==> src/rtl/key_event.sv <==
// key_event: turns debounced press/release pulses into click events.
// Detects single click, double click, long press and (optionally) the
// long-press auto-repeat.
//
// Ports:
//   clk          rising-edge clock
//   rst          synchronous active-high reset
//   key_p_flag   1-cycle debounced press pulse
//   key_r_flag   1-cycle debounced release pulse
//   single_click 1-cycle pulse, one short press completed
//   double_click 1-cycle pulse, two short presses within GAP_CNT
//   long_press   1-cycle pulse, key held LONG_CNT cycles
//   long_rep     1-cycle pulse every REP_CNT cycles while held long
//   key_busy     high while a gesture is in progress
//
// Build option: define KEY_REPEAT_EN to compile in long_rep.
// Without it long_rep is tied low and REP_CNT is unused.

module key_event #(
  parameter logic [25:0] LONG_CNT = 26'd50_000_000,
  parameter logic [25:0] GAP_CNT  = 26'd15_000_000,
  parameter logic [25:0] REP_CNT  = 26'd5_000_000
) (
  input  logic clk,
  input  logic rst,
  input  logic key_p_flag,
  input  logic key_r_flag,
  output logic single_click,
  output logic double_click,
  output logic long_press,
  output logic long_rep,
  output logic key_busy
);

  typedef enum logic [2:0] {
    IDLE,
    PRESS1,
    WAIT2,
    PRESS2,
    LONG
  } state_t;

  localparam logic [25:0] LONG_LAST = LONG_CNT - 26'd1;
  localparam logic [25:0] GAP_LAST  = GAP_CNT - 26'd1;

  state_t      state;
  logic [25:0] cnt;

`ifdef KEY_REPEAT_EN
  localparam logic [25:0] REP_LAST = REP_CNT - 26'd1;
`else
  logic unused_rep;
  assign unused_rep = ^REP_CNT;
  assign long_rep   = 1'b0;
`endif

  // Every transition clears cnt; every pulse is a registered
  // one-cycle strobe that drops back to 0 the following cycle.
  always_ff @(posedge clk) begin
    if (rst) begin
      state        <= IDLE;
      cnt          <= '0;
      single_click <= 1'b0;
      double_click <= 1'b0;
      long_press   <= 1'b0;
      key_busy     <= 1'b0;
`ifdef KEY_REPEAT_EN
      long_rep     <= 1'b0;
`endif
    end else begin
      single_click <= 1'b0;
      double_click <= 1'b0;
      long_press   <= 1'b0;
`ifdef KEY_REPEAT_EN
      long_rep     <= 1'b0;
`endif
      unique case (state)
        IDLE: begin
          cnt <= '0;
          if (key_p_flag) begin
            state    <= PRESS1;
            key_busy <= 1'b1;
          end
        end

        // Release wins over a coincident long timeout.
        PRESS1: begin
          if (key_r_flag) begin
            state <= WAIT2;
            cnt   <= '0;
          end else if (cnt == LONG_LAST) begin
            state      <= LONG;
            cnt        <= '0;
            long_press <= 1'b1;
          end else begin
            cnt <= cnt + 26'd1;
          end
        end

        // A second press wins over a coincident gap timeout.
        WAIT2: begin
          if (key_p_flag) begin
            state <= PRESS2;
            cnt   <= '0;
          end else if (cnt == GAP_LAST) begin
            state        <= IDLE;
            cnt          <= '0;
            single_click <= 1'b1;
            key_busy     <= 1'b0;
          end else begin
            cnt <= cnt + 26'd1;
          end
        end

        PRESS2: begin
          cnt <= '0;
          if (key_r_flag) begin
            state        <= IDLE;
            double_click <= 1'b1;
            key_busy     <= 1'b0;
          end
        end

        // Release ends the hold silently and beats a due repeat.
        LONG: begin
          if (key_r_flag) begin
            state    <= IDLE;
            cnt      <= '0;
            key_busy <= 1'b0;
          end else begin
`ifdef KEY_REPEAT_EN
            if (cnt == REP_LAST) begin
              cnt      <= '0;
              long_rep <= 1'b1;
            end else begin
              cnt <= cnt + 26'd1;
            end
`else
            cnt <= '0;
`endif
          end
        end

        default: begin
          state    <= IDLE;
          cnt      <= '0;
          key_busy <= 1'b0;
        end
      endcase
    end
  end

endmodule

==> config.mk <==
export PLATFORM = sky130hd
export DESIGN_NAME = key_event
export DESIGN_NICKNAME = d
export VERILOG_FILES = /design/src/rtl/key_event.sv
export SDC_FILE = /design/constraint.sdc
export NUM_CORES = 1
export LEC_CHECK = 0
export CAP_MARGIN = 20
export CORE_UTILIZATION = 65
export CTS_BUF_LIST = sky130_fd_sc_hd__clkbuf_8
export DETAILED_ROUTE_END_ITERATION = 12
export DONT_BUFFER_PORTS = 1
export PLACE_DENSITY = 0.84
export SLEW_MARGIN = 20
export SYNTH_ARGS = -nofsm -noshare
export SYNTH_HDL_FRONTEND = slang
export SYNTH_SLANG_ARGS = --single-unit
==> constraint.sdc <==
create_clock -name clk -period 2.6 [get_ports clk]
set_input_delay 0.39 -clock clk [delete_from_list [all_inputs] [get_ports clk]]
set_output_delay 0.39 -clock clk [all_outputs]
set_load 0.01 [all_outputs]
==> run summary <==
The run finished with clean final reports. After global routing the overflow that remains totals 0. TritonCTS built the clock tree. Post-CTS repair changed the size of 0 cells.

Of the total synthesized cell area, the portion taken by full adders, half adders and majority gates is 0.00801. Dividing the synthesized area by the synthesized cell count gives 8.73 µm². The cell total after placement came out at 202.

The sequential standard cell area came out at 661 µm². The cell count after synthesis came out at ~180. The static leakage came out at about 0.53 nW.

The fill cell total of the finished layout is 170. The H-tree depth came out at 2. The met3 wire length is 144 µm. The power density normalized to cell area is 625 nW/µm². The multi-input combinational cells in the finished layout cover a total of 852 µm². The count of TritonRoute iterations in the first routing pass is 4. The sum of net half-perimeters after detailed placement came out at 2160 µm.

The total number of nets in the final design is ~190. The path class of the tightest hold or removal check is in -> reg. The mux contribution to synthesized area came out at 0.

The final count of hold timing violations came to 0. After synthesis, the largest family of logic cells by area is simple AND/OR/NAND/NOR gates. The simple-gate share of the synthesized area is 0.315.

The number of standard cells in the final layout excluding fillers is 210. The number of input and output port buffers inserted came out at 0. The root buffer cell chosen for the clock tree is clkbuf_8. The clock edge transition at the registers on the reported setup and hold paths came out at 0.07 ns. Synthesis produced a netlist with a net count of 184.

The sequential area share after synthesis is 0.423. Counting along the longest clock path gives a buffer depth of 2. The synthesized design contains 33 register bits.

The highest routed metal layer is met4. The most common library cell in the layout ignoring fill and taps is nor2_1. Data arrives at the worst endpoint at 2.47 ns. The cell area after layout came out at 1670 µm². In the routed design, unresolved DRC markers number 0. The startpoint-to-endpoint class of the critical path is reg -> reg. The number of routed nets with antenna violations came out at 0. The clock latency reported for the late side of the worst-skew pair came out at 0.28 ns. Between clock sinks in the finished design, the worst skew comes to 0.00397 ns.

The final setup TNS came out at 0 ns. Wires add up to approximately 3100 µm. The number of pins with negative max-slew slack in the final report came out at 0. Along the worst path, the maximum fanout reaches 5. 9 I/O pins were placed. The height of the die came out at 51.0 µm. The xor and xnor area share after synthesis came out at 0.135. Setup violations remaining at the end of the flow were counted as 0.

Setup repair after global routing left no endpoint under its margin. The starting density of the core is 0.700. Post-CTS timing repair inserted 0 buffers for setup. The complex-gate fraction of the synthesized area came out at 0.0857. In the final layout, the share of cells above drive strength 1 is 0.0879. The met2 wire length is 1440 µm.

The critical path startpoint category is a register. The kind of end point of the critical path is a register. The average wire length per cell after detail routing came out at roughly 15 µm.

The number of antenna violations at the first check in global routing came out at 0. The count of inserted antenna diode cells is 0. The count of hold buffers inserted by post-cts repair came out at 0. The actual transition at the worst max-transition pin is around 0.73 ns. The via count of the first global-routing pass is 1203. The first-pass GRT wire length came out at 5310 µm. The ratio of final minimum period to clock period is 0.880. Setup slack on the worst reg-to-reg path comes out at 0.31 ns. The area after detailed placement is 1570 µm². Using the TritonRoute via totals, the vias-per-cell ratio works out to 5.97. The warning count from the yosys run is 0.

The maximum number of pins on one net before global-route repair is 26. The area of the mapped netlist came out at approximately 1600 µm². In the global route stage, overall resource usage came out at 0.278. VDD sags by at most 501 µV.

The clock sink total is 33. In the layout the commonest cells are nor2_1, dfxtp_1, xor2_1. The routed metal-1 wire length is 1450 µm. Synthesis instantiated 39 different standard cells from the library. Summing over every cut layer, the via total after detailed routing is 1253. The number of clock buffers inserted by TritonCTS came out at 5. The fraction of synthesized cell area taken by the top area cell type is 0.423. Across the run, the number of max-cap violations was 0.

The largest total area in the synthesized netlist belongs to dfxtp_1. The worst pin sits at a relative slew slack of 0.508. The first routing iteration left 30 violations. The shortest period the worst path allows is 2.29 ns. At the end of routability-driven placement, the weighted congestion stood at 0.845.

The achievable frequency came out at 437 MHz. The die area came out at 2600 µm². The signed area change from the synthesized netlist to the final layout is 6.73%. The total core area is about 2200 µm². Sorting the synthesized cells by area gives the leading types as dfxtp_1, nor2_1, xor2_1. The data required time of the critical path is 2.78 ns.

The floorplan row count came out at 17. The horizontal die dimension is ~51 µm.
-- synth_stat cells --
cell and count:
nor2_1 35, dfxtp_1 33, xor2_1 15, nand2_1 13
nand3_1 12, xnor2_1 9, and4_1 5, inv_1 5
nand4_1 5, nor2b_1 5, nor3_1 5, a21oi_1 3
buf_4 3, o21ai_0 3, or4_1 3, and2_1 2
a2111oi_0 1, a211oi_1 1, a211oi_2 1, a21o_4 1
a21oi_4 1, a22oi_1 1, a31o_1 1, a31o_2 1
and3_1 1, buf_2 1, clkbuf_1 1, conb_1 1
ha_1 1, nand3_2 1, nand4b_1 1, nand4bb_1 1
nor3b_2 1, nor4_1 1, nor4b_1 1, nor4bb_1 1
o22a_2 1, o311ai_0 1, or3_4 1
-- state kept, by name, summed over array words and instances, names as in the netlist --
signal        flops
cnt              26
double_click      1
key_busy          1
long_press        1
single_click      1
state             3
-- worst max-delay path, cell delays in order, from the launching register on --
cell and delay, ns:
dfxtp_1 0.36, or4_1 0.53, or4_1 0.41, or3_4 0.38, a21oi_4 0.20, nand2_1 0.09
a31o_1 0.21
-- per-layer routing --
metal | track usage | up-vias
li1 | - | 622
met3 | 0.0893 | 10
met5 | 0 | -
met4 | 0.111 | 0
met1 | 0.340 | 594
met2 | 0.450 | 27
-- cells by family (layout without fill, tap and decap cells) --
logic type / Yosys count / after routing
fa+ha+maj: 1 / 1
flops: 33 / 33
other cells: 1 / 1
buf+inv: 10 / 13
compound gates: 16 / 16
xor+xnor: 24 / 24
simple gates: 94 / 94
-- area by class of cell --
class | instances | area share
Multi-Input combinational cell | 136 | 0.511
Inverter | 5 | 0.0113
Clock buffer | 7 | 0.0578
Tap cell | 28 | 0.0210
Sequential cell | 33 | 0.396
Clock inverter | 1 | 0.00300
-- final timing paths --
check                           startpoint        to  depth (start not counted)
worst min-delay path                   rst  state[2]                          1
worst min register to register      cnt[0]    cnt[0]                          1
worst max register to register      cnt[6]  state[0]                          6
worst max-delay path                cnt[6]  state[0]                          6
-- stage by stage --
step           worst slack [ns]  power [W]  hold WS (ns)   util
3_5_place_dp              0.343   0.000630         0.457  0.701
5_1_grt                   0.217    0.00109         0.151  0.747
2_1_floorplan             0.481   0.000618         0.426      -
4_1_cts                   0.323    0.00105         0.154  0.747
3_3_place_gp              0.368   0.000624         0.440  0.701
6_report                  0.311    0.00104         0.160  0.747
-- power breakdown --
group	switching [W]	internal [W]
clock network	0.000183	0.000239
logic	0.0000495	0.0000358
registers	0.0000198	0.000516
No activity file was read; power rests on OpenSTA's default activity.
